`config.mk`:
```
export PLATFORM = sky130hd
export DESIGN_NAME = cva6_instr_sink
export DESIGN_NICKNAME = d
export VERILOG_FILES = /design/src/rtl/cva6_instr_sink.sv
export SDC_FILE = /design/constraint.sdc
export NUM_CORES = 1
export LEC_CHECK = 0
export CELL_PAD_IN_SITES_DETAIL_PLACEMENT = 0
export CELL_PAD_IN_SITES_GLOBAL_PLACEMENT = 1
export CORE_ASPECT_RATIO = 1.25
export CORE_MARGIN = 4
export CORE_UTILIZATION = 46
export CTS_BUF_LIST = sky130_fd_sc_hd__clkbuf_4 sky130_fd_sc_hd__clkbuf_8 sky130_fd_sc_hd__clkbuf_16
export DETAILED_ROUTE_END_ITERATION = 12
export PLACE_DENSITY_LB_ADDON = 0.08
export SYNTH_ARGS = -nofsm -noshare
export SYNTH_HDL_FRONTEND = slang
export SYNTH_SLANG_ARGS = --single-unit
```
`constraint.sdc`:
```
create_clock -name clk_i -period 6.72 [get_ports clk_i]
set_input_delay 1.344 -clock clk_i [delete_from_list [all_inputs] [get_ports clk_i]]
set_output_delay 1.344 -clock clk_i [all_outputs]
set_load 0.02 [all_outputs]
```
`src/rtl/cva6_instr_sink.sv`:
```
// cva6_instr_sink: receiving end of the shim instruction interface.
// Buffers RV32I words in a small FIFO, decodes the head entry as load, store,
// ALU-immediate or illegal, and retires in order. Loads and stores park the
// FSM until their single-bit memory response arrives.
//
// Handshake: an instruction transfers on a rising edge where instr_valid_i
// and instr_ready_o are both high. instr_ready_o depends only on registered
// FIFO occupancy (never on instr_valid_i), and instr_i is ignored whenever
// no transfer occurs.
module cva6_instr_sink #(
  parameter int unsigned DEPTH = 2,
  parameter int unsigned CNT_W = 32
) (
  input  logic             clk_i,
  input  logic             rst_i,
  input  logic [31:0]      instr_i,
  input  logic             instr_valid_i,
  output logic             instr_ready_o,
  input  logic             load_mem_resp_i,
  input  logic             store_mem_resp_i,
  output logic             load_req_o,
  output logic             store_req_o,
  output logic             retire_valid_o,
  output logic [1:0]       retire_kind_o,
  output logic [4:0]       retire_rd_o,
  output logic [11:0]      retire_imm_o,
  output logic [CNT_W-1:0] retire_cnt_o,
  output logic             spurious_resp_o,
  output logic [1:0]       dbg_state_o
);

  localparam int unsigned       PTR_W     = $clog2(DEPTH);
  localparam logic [PTR_W-1:0]  PTR_ONE   = PTR_W'(1);
  localparam logic [PTR_W:0]    CNT_ONE   = (PTR_W + 1)'(1);
  localparam logic [PTR_W:0]    DEPTH_CNT = (PTR_W + 1)'(DEPTH);

  localparam logic [1:0] KIND_LOAD  = 2'd0;
  localparam logic [1:0] KIND_STORE = 2'd1;
  localparam logic [1:0] KIND_ALU   = 2'd2;
  localparam logic [1:0] KIND_ILL   = 2'd3;

  typedef enum logic [1:0] {
    IDLE    = 2'd0,
    WAIT_LD = 2'd1,
    WAIT_ST = 2'd2
  } state_t;

  state_t state_q, state_d;

  // FIFO storage and bookkeeping
  logic [31:0]      mem [DEPTH];
  logic [PTR_W-1:0] wr_ptr, rd_ptr;
  logic [PTR_W:0]   count;
  logic             full, empty, push, pop;

  // Head decode
  logic [31:0] head;
  logic [6:0]  head_opcode;
  logic [2:0]  head_funct3;
  logic [1:0]  dec_kind;
  logic [4:0]  dec_rd;
  logic [11:0] dec_imm;
  logic        unused_rs1;

  // Fields of the load/store waiting for its response
  logic [1:0]  lat_kind;
  logic [4:0]  lat_rd;
  logic [11:0] lat_imm;

  logic pop_direct;   // popped entry retires without a memory access
  logic resp_retire;  // outstanding load/store completes this cycle
  logic retire_now;
  logic spur_now;

  assign full          = (count == DEPTH_CNT);
  assign empty         = (count == '0);
  assign instr_ready_o = !full;
  assign push          = instr_valid_i && !full;
  assign pop           = (state_q == IDLE) && !empty;

  assign head        = mem[rd_ptr];
  assign head_opcode = head[6:0];
  assign head_funct3 = head[14:12];
  // rs1/rs2 are not needed by the sink; only rd and the immediate retire.
  assign unused_rs1  = ^head[19:15];

  // Classify the head instruction and extract rd/imm
  always_comb begin
    dec_kind = KIND_ILL;
    dec_rd   = 5'd0;
    dec_imm  = 12'd0;
    case (head_opcode)
      7'b0000011: begin
        if (head_funct3 == 3'd2) begin
          dec_kind = KIND_LOAD;
          dec_rd   = head[11:7];
          dec_imm  = head[31:20];
        end
      end
      7'b0100011: begin
        if (head_funct3 == 3'd2) begin
          dec_kind = KIND_STORE;
          dec_imm  = {head[31:25], head[11:7]};
        end
      end
      7'b0010011: begin
        dec_kind = KIND_ALU;
        dec_rd   = head[11:7];
        dec_imm  = head[31:20];
      end
      default: begin
        dec_kind = KIND_ILL;
      end
    endcase
  end

  assign pop_direct  = pop && ((dec_kind == KIND_ALU) || (dec_kind == KIND_ILL));
  assign resp_retire = ((state_q == WAIT_LD) && load_mem_resp_i) ||
                       ((state_q == WAIT_ST) && store_mem_resp_i);
  assign retire_now  = pop_direct || resp_retire;
  // A response in the pop cycle of a load/store sees IDLE and is spurious.
  assign spur_now    = (load_mem_resp_i  && (state_q != WAIT_LD)) ||
                       (store_mem_resp_i && (state_q != WAIT_ST));

  assign dbg_state_o = state_q;

  // FSM state register
  always_ff @(posedge clk_i or posedge rst_i) begin
    if (rst_i) begin
      state_q <= IDLE;
    end else begin
      state_q <= state_d;
    end
  end

  // FSM next state: park on a load/store until its own response arrives
  always_comb begin
    state_d = state_q;
    case (state_q)
      IDLE: begin
        if (pop && (dec_kind == KIND_LOAD)) begin
          state_d = WAIT_LD;
        end else if (pop && (dec_kind == KIND_STORE)) begin
          state_d = WAIT_ST;
        end
      end
      WAIT_LD: begin
        if (load_mem_resp_i) begin
          state_d = IDLE;
        end
      end
      WAIT_ST: begin
        if (store_mem_resp_i) begin
          state_d = IDLE;
        end
      end
      default: begin
        state_d = IDLE;
      end
    endcase
  end

  // FIFO data array; contents need no reset since count gates every read
  always_ff @(posedge clk_i) begin
    if (push) begin
      mem[wr_ptr] <= instr_i;
    end
  end

  // FIFO pointers and occupancy
  always_ff @(posedge clk_i or posedge rst_i) begin
    if (rst_i) begin
      wr_ptr <= '0;
      rd_ptr <= '0;
      count  <= '0;
    end else begin
      if (push) begin
        wr_ptr <= wr_ptr + PTR_ONE;
      end
      if (pop) begin
        rd_ptr <= rd_ptr + PTR_ONE;
      end
      case ({push, pop})
        2'b10:   count <= count + CNT_ONE;
        2'b01:   count <= count - CNT_ONE;
        default: count <= count;
      endcase
    end
  end

  // Hold the decoded load/store fields until its response retires it
  always_ff @(posedge clk_i or posedge rst_i) begin
    if (rst_i) begin
      lat_kind <= KIND_LOAD;
      lat_rd   <= 5'd0;
      lat_imm  <= 12'd0;
    end else if (pop && !pop_direct) begin
      lat_kind <= dec_kind;
      lat_rd   <= dec_rd;
      lat_imm  <= dec_imm;
    end
  end

  // Registered request/retire pulses, retire fields, counter and sticky flag
  always_ff @(posedge clk_i or posedge rst_i) begin
    if (rst_i) begin
      load_req_o      <= 1'b0;
      store_req_o     <= 1'b0;
      retire_valid_o  <= 1'b0;
      retire_kind_o   <= 2'd0;
      retire_rd_o     <= 5'd0;
      retire_imm_o    <= 12'd0;
      retire_cnt_o    <= '0;
      spurious_resp_o <= 1'b0;
    end else begin
      load_req_o     <= pop && (dec_kind == KIND_LOAD);
      store_req_o    <= pop && (dec_kind == KIND_STORE);
      retire_valid_o <= retire_now;
      if (pop_direct) begin
        retire_kind_o <= dec_kind;
        retire_rd_o   <= dec_rd;
        retire_imm_o  <= dec_imm;
      end else if (resp_retire) begin
        retire_kind_o <= lat_kind;
        retire_rd_o   <= lat_rd;
        retire_imm_o  <= lat_imm;
      end
      if (retire_now) begin
        retire_cnt_o <= retire_cnt_o + CNT_W'(1);
      end
      if (spur_now) begin
        spurious_resp_o <= 1'b1;
      end
    end
  end

endmodule
```
Word-level counts from Yosys, hierarchy flattened
Memories as Yosys holds them, arrays and structs flattened.
Index checks and enable logic that the tools add are counted.
Operators by class
  add/sub/neg operators: 5
  eq/ne operators: 17
  multiplexer cells: 22
  reductions and logical operators: 23
Operators with widths (count)
  12-bit 2-to-1 mux: 4
  12-bit one-hot mux with 3 select lines: 1
  32-bit by 1-bit adder with 32-bit output (second input constant): 1
  2-bit 2-to-1 mux: 8
  5-bit 2-to-1 mux: 3
  2-bit one-hot mux with 3 select lines: 2
  2-bit == test (second input constant): 5
  1-bit logical AND: 10
  5-bit one-hot mux with 2 select lines: 1
  7-bit by 2-bit == test with 1-bit output (second input constant): 1
  7-bit by 5-bit == test with 1-bit output (second input constant): 1
  7-bit by 6-bit == test with 1-bit output (second input constant): 1
  2-bit by 1-bit == test with 1-bit output (second input constant): 3
  2-bit logical NOT: 3
  2-bit inequality test (second input constant): 3
  1-bit logical OR: 4
  2-bit one-hot mux with 2 select lines: 1
  2-bit nonzero test: 2
  3-bit by 2-bit == test with 1-bit output (second input constant): 1
  1-bit logical NOT: 3
  3-bit by 1-bit inequality test with 1-bit output (second input constant): 1
  3-bit AND reduction: 1
  1-bit adder (second input constant): 2
  2-bit by 1-bit adder with 2-bit output (second input constant): 1
  3 further kinds: 4
Storage, ports and cells
  flip-flop bits (word level): 80
  memory bits (writable): 64
  input port bits: 37
  output and inout port bits: 58
  logic and storage cells: 83
  memories kept: 1
Memories
  mem: depth 2, bits a word 32, rd ports 1, clocked after Yosys merged registers in 0, write ports 1, RTL line 51  | logic [31:0] mem [DEPTH];

Logic depth before layout (Yosys ltp)
Gate-level depths: netlist of run 1.
An unclocked memory read counts as a cell.
  depth after elaboration: 9
  mapped depth: 9
  mapped depth without buffers: 7

Worst setup path before layout of run 1
OpenSTA, ideal clock, no wires.
  path kind: input to register
  from: input instr_valid_i
  to: memory mem[0][0] (enable)
  library setup time: 0.411 ns
  arrival: 2.594 ns
  required time: 6.309 ns
  slack: 3.715 ns
  stages on the path: 2
  path buffers: 0
  cells stage by stage: nand2_1 nor2_1
On the way
  word-level cells in the longest chain between the ends: 3
Ends and longest elaborated chain
  from (decl): RTL line 17  | input logic instr_valid_i,
  1-bit logical AND: RTL line 78  | assign push = instr_valid_i && !full;
  1-bit 2-to-1 mux: RTL line 165  | if (push) begin
  1-bit 2-to-1 mux (implied by the code): RTL line 166  | mem[wr_ptr] <= instr_i;
  to (decl): RTL line 51
Every way passes these cells.

Worst setup path in the final report of run 1
  from: input store_mem_resp_i
  to: register retire_cnt_o[1]
On the way
  word-level cells in the longest chain between the ends: 3
Ends and longest elaborated chain
  from (decl): RTL line 20  | input logic store_mem_resp_i,
  1-bit logical AND: RTL line 119  | ((state_q == WAIT_ST) && store_mem_resp_i);
  1-bit logical OR: RTL line 118  | assign resp_retire = ((state_q == WAIT_LD) && load_mem_resp_i) ||
  1-bit logical OR: RTL line 120  | assign retire_now = pop_direct || resp_retire;
  named net retire_now: RTL line 72  | logic retire_now;
  to (signal assigned): RTL line 229  | retire_cnt_o <= retire_cnt_o + CNT_W'(1);
  to (decl): RTL line 27  | output logic [CNT_W-1:0] retire_cnt_o,
The timed path passes the listed nets, and every way through them passes these cells.
A chain may end at the register's enable or synchronous reset.

==> flow_summary.toml, run 1 <==
[status]
status = "finished clean"

[cts]
cts_buffers = 17
clock-sinks = 134
cts_tree = "done"
path_clk_slew_ns = 0.06
hold_buffers = 0
max-clock-path-buffers = 2
post_cts_resized = 0
htree_levels = 4
clock-root-buffer = "clkbuf_16"
clk_latency_ns = 0.41
cts_setup_buffers = 0

[sta]
drv_slew = 0
hold_viol_final = 0
setup_viol = 0
rsz0062_at_grt = "no"
final.setup_skew_ns = 0.00764
setup_tns_ns = 0
tightest_slew_ns = 1.00
max_slew_margin = 0.332
period_minus_slack_ns = 3.03
timing.fmax_mhz = 330
fin_crit_sh = 0.451

[floorplanning]
ioPinCount = 95
die-area_um2 = 14200
start_util = 0.470
row_count = 45
die_y_um = 132
core_area_um2 = 12100
die_w_um = 107

[route]
wire_per_inst_um = 16.1
first_pass_iters = 4
ant_nets = 0
vias_per_cell = 5.25
vias = 3656
initialDrtViolationCount = 192
post-route-drc-count = 0
wl_mm = 11.2

[worst_setup_path]
cp.required_ns = 7.01
path_max_fanout = 33
arrival_ns = 3.32
startpoint_type = "input port"
cp_cell_sequence = "clkdlybuf4s50_1 > a22oi_2 > buf_4 > and2_2 > inv_2 > mux2_2"
crit_type = "in -> reg"
slowest_delay_ns = 0.49
setup.worst_path.end_class = "flip-flop"
slowest_stage = "clkdlybuf4s50_1"

[place]
placed_area_um2 = 6720
io_buffers = 89
gp_congestion = 0.807
hpwlAfterDp_mm = 7.39

[power]
pwr-share-comb = 0.254
swShare = 0.317
pwr_density_cell_nw_per_um2 = 378
p_int_w = 0.00189
vdd_drop_max_uv = 224
clkPwrFrac = 0.339
p_seq_frac = 0.407
power_switching_w = 0.000879
total_leakage_power_nw = 2.77

[logic_synthesis]
synthCells = 422
synthArstFlopShare = 0.597
yosysWarnings = 0
synth_edf_count = 54
synth_area_um2 = 5680
ys_seq_area_frac = 0.637
syn_nets = 461
syn_area_per_cell_um2 = 13.5
ys.flop_type = "dfrtp_1"
ys_types = 55
yosysTopAreaCell = "dfrtp_1"
synth_top_cell_area_share = 0.352
ys_top_cells_by_area = "dfrtp_1, edfxtp_1, xor2_1"
synth_seq_cells = 134

[layout]
nNetsFinal = 558
syn_to_final_growth_pct = 28.9
final_common_cell = "clkdlybuf4s50_1"
diodes = 0
layout_common_cells = "clkdlybuf4s50_1, dfrtp_1, edfxtp_1"
final_cell_area_um2 = 7330
drive_gt1_frac = 0.130

[grt]
grtUsageTotal = 0.168
overflow = 0
grt_pass1_wl_mm = 18.7
grt_pass1_vias = 3692
grt_start_max_net_pins = 81
grt_antenna_before_repair = 0

[min_path]
holdCritPathClass = "reg -> reg"

[job]
max_cap_violations = 0
[cell usage after synthesis, types with 2 or more instances]
master     count
and2_1         2
o21ai_0       14
clkbuf_1       2
a2111oi_1      2
o22a_1         5
a221o_1       12
buf_6          2
mux2i_1       21
nand4_1       12
a22oi_1        2
inv_1         11
or3_1          2
ha_1           2
and3_1         6
a2111oi_2      6
xor2_1        29
a211oi_1       6
nand2_1       34
o21ai_1        5
o221ai_1       4
buf_8          2
a21boi_0       2
edfxtp_1      54
nor3_1         2
and4_1         2
nor2_1        22
xnor2_1        7
nand2b_1       4
buf_2         10
nor3b_1        2
a21oi_1        6
nor2b_1        5
dfrtp_1       80
nand3_1       14
mux2_2         2
a21oi_2       10
[sequential cells by signal, indices dropped and copies added, names as in the netlist, 2 cells and up]
| name | cells |
|---|---|
| lat_kind | 2 |
| mem | 54 |
| retire_imm_o | 12 |
| count | 2 |
| retire_rd_o | 5 |
| lat_rd | 5 |
| lat_imm | 12 |
| retire_kind_o | 2 |
| retire_cnt_o | 32 |
| dbg_state_o | 2 |
[cell type report]
class                           instances  area, µm²
Tap cell                              164        205
Inverter                               12       46.3
Fill cell                             974       4780
Sequential cell                       134       3620
Clock inverter                         12        139
Timing Repair Buffer                   95        936
Clock buffer                           20        472
Multi-Input combinational cell        259       1910
[cells by family after synthesis]
| group | after synthesis | share of synthesized area |
|---|---|---|
| adders and majority gates | 2 | 0.00440 |
| xor gates and xnor gates | 36 | 0.0555 |
| DFF | 134 | 0.637 |
| AOI/OAI and AO/OA | 81 | 0.120 |
| and+or+nand+nor | 117 | 0.113 |
| buffers and inverters | 29 | 0.0286 |
| muxes | 23 | 0.0409 |
[final timing paths]
check	start	endpoint	slack, ns	cells past startpoint
worst max-delay path	store_mem_resp_i	retire_cnt_o[1]	3.69	6
worst min-delay path	spurious_resp_o	spurious_resp_o	0.47	1
worst max register to register	rd_ptr	retire_cnt_o[1]	3.86	8
worst min register to register	spurious_resp_o	spurious_resp_o	0.47	1
max in group asynchronous	rst_i	lat_rd[3]	4.50	3
min in group asynchronous	rst_i	retire_cnt_o[29]	1.56	3
[power by group through the flow]
stage | combinational, W | clock, W | sequential [W]
floorplan | 0.000445 | 0 | 0.00119
global route | 0.000770 | 0.00101 | 0.00115
global placement | 0.000704 | 0 | 0.00114
CTS | 0.000716 | 0.000963 | 0.00113
detailed placement | 0.000713 | 0 | 0.00115
finish | 0.000703 | 0.000940 | 0.00113
[per-layer routing]
layer / GRT usage / up-vias / part of all wire
met3: 0.0470 / 14 / 0.045
li1: - / 1754 / -
met2: 0.268 / 89 / 0.50
met1: 0.218 / 1799 / 0.44
met5: 0 / - / 0
met4: 0.0681 / 0 / 0.016
[critical path: cells and delay by family]
kind	cells	cell delay, ns
AOI/OAI and AO/OA	1	0.17
muxes	1	0.28
and+or+nand+nor	1	0.46
buffers and inverters	3	1.05
[stage by stage]
step	util	setup slack [ns]	std cells	power, W	hold slack [ns]
floorplan	-	3.32	422	0.00163	0.450
global route	0.605	3.59	696	0.00293	0.481
global placement	0.555	3.26	664	0.00184	0.455
CTS	0.605	3.68	696	0.00281	0.476
detailed placement	0.555	3.26	664	0.00186	0.464
finish	0.605	3.69	696	0.00277	0.470
(Power assumes the default switching activity.)
==> run 2: changes to the inputs <==
Settings changed: CORE_UTILIZATION 46 to 39.
Clock period 6.72 ns to 2.73 ns, I/O delays scaled along.
==> flow_summary.toml, run 2 (synthesis results as in run 1) <==
[cts]
cts_tree = "done"
clock-root-buffer = "clkbuf_16"
cts_buffers = 17
clock-sinks = 134
path_clk_slew_ns = 0.06
cts_setup_buffers = 0
post_cts_resized = 0
htree_levels = 4
max-clock-path-buffers = 2
hold_buffers = 0
clk_latency_ns = 0.42

[layout]
drive_gt1_frac = 0.133
syn_to_final_growth_pct = 29.8
nNetsFinal = 561
regMostFlops = "mem"
final_common_cell = "clkdlybuf4s50_1"
largest_reg_flops = 54
diodes = 0
layout_common_cells = "clkdlybuf4s50_1, dfrtp_1, edfxtp_1"
largestRegisters = "mem: 54 flops, retire_cnt_o: 32 flops"

[sta]
tightest_slew_ns = 0.743
timing.fmax_mhz = 427
period_minus_slack_ns = 2.34
rsz0062_at_grt = "no"
setup_tns_ns = 0
setup_viol = 0
drv_slew = 0
max_slew_margin = 0.502
final.setup_skew_ns = 0.0111
fin_crit_sh = 0.857
hold_viol_final = 0

[place]
gp_congestion = 0.732
io_buffers = 89
hpwlAfterDp_mm = 7.89

[worst_setup_path]
arrival_ns = 2.62
cp_cell_sequence = "nor4b_4 > a32oi_4 > o31ai_4 > buf_4 > a21boi_0 > xor2_1"
ff2ff_setup_slack_ns = 0.39
reg2reg_from = "rd_ptr"
r2r_cells = 6
crit_type = "reg -> reg"
startpoint_type = "flip-flop"
setup.worst_path.end_class = "flip-flop"
slowest_stage = "dfrtp_1"
slowest_delay_ns = 0.53
path_max_fanout = 37
cp.required_ns = 3.01
r2r_end = "retire_cnt_o[2]"

[floorplanning]
ioPinCount = 95
start_util = 0.396
die_y_um = 143
core_area_um2 = 14300
row_count = 49
die_w_um = 116
die-area_um2 = 16600

[min_path]
holdPathStages = 1
hold_start = "retire_cnt_o[31]"
holdCritPathClass = "reg -> reg"
min_to = "retire_cnt_o[31]"

[status]
status = "finished clean"

[grt]
grt_pass1_wl_mm = 19.5
grt_pass1_vias = 3650
grt_antenna_before_repair = 0
grtUsageTotal = 0.152
grt_start_max_net_pins = 81
overflow = 0

[route]
vias = 3637
wire_per_inst_um = 16.6
ant_nets = 0
vias_per_cell = 5.10
first_pass_iters = 4
wl_mm = 11.8
initialDrtViolationCount = 193
post-route-drc-count = 0

[job]
max_cap_violations = 0

[power]
pwr_density_cell_nw_per_um2 = 924
power_w = 0.00681
total_leakage_power_nw = 2.80
vdd_drop_max_uv = 530
==> run 2: cell types whose count changed in the layout (fill, tap and decap cells not counted), sizes merged <==
cell and change:
clkinv +3, buf +3, clkbuf -3, clkinvlp -2, inv +2
==> run 2: layout make-up <==
cell class,instances,area [µm²]
clock buffers,17,425
clock inverters,15,169
fillers,1292,6970
inverters,12,46.3
multi-input cells,259,1910
flip-flops and latches,134,3620
well taps,178,223
repair buffers,98,983
==> run 2: worst max path at each step <==
stage | startpoint | endpoint | slack, ns | cells after the start
3_3_place_gp | rd_ptr | retire_cnt_o[29] | 0.44 | 6
5_1_grt | rd_ptr | retire_cnt_o[2] | 0.24 | 6
4_1_cts | rd_ptr | retire_cnt_o[2] | 0.39 | 6
6_report | rd_ptr | retire_cnt_o[2] | 0.39 | 6
3_5_place_dp | rd_ptr | retire_cnt_o[29] | 0.39 | 6
2_1_floorplan | rst_i | count[0] | 0.13 | 1
==> run 2: worst max-delay path: cells and delay by family, from the launching register on <==
kind / cells / cell delay [ns]
AOI/OAI and AO/OA: 3 / 0.58
DFF: 1 / 0.53
buffers and inverters: 1 / 0.48
and+or+nand+nor: 1 / 0.42
xor gates and xnor gates: 1 / 0.18
==> run 2: layer usage <==
metal,track usage,wire [µm],vias up
met5,0,0,-
met4,0.0599,157,0
met3,0.0398,519,13
met2,0.241,5890,83
met1,0.200,5270,1773
li1,-,-,1768
==> run 2: per-stage QoR <==
stage	setup WS (ns)	hold slack [ns]	cells	utilization	instance area, µm²
floorplan	0.132	0.450	422	-	5680
global placement	0.440	0.455	681	0.473	6780
detailed placement	0.395	0.455	681	0.473	6780
CTS	0.388	0.474	713	0.514	7380
global route	0.236	0.494	713	0.514	7380
finish	0.390	0.470	713	0.514	7380
==> run 2: power breakdown <==
part	switching [W]	internal, W	leakage, nW	total [W]
Clock	0.000912	0.00137	0.296	0.00228
Sequential	0.000294	0.00251	1.46	0.00280
Combinational	0.00102	0.000706	1.04	0.00173
Total	0.00223	0.00459	2.80	0.00681
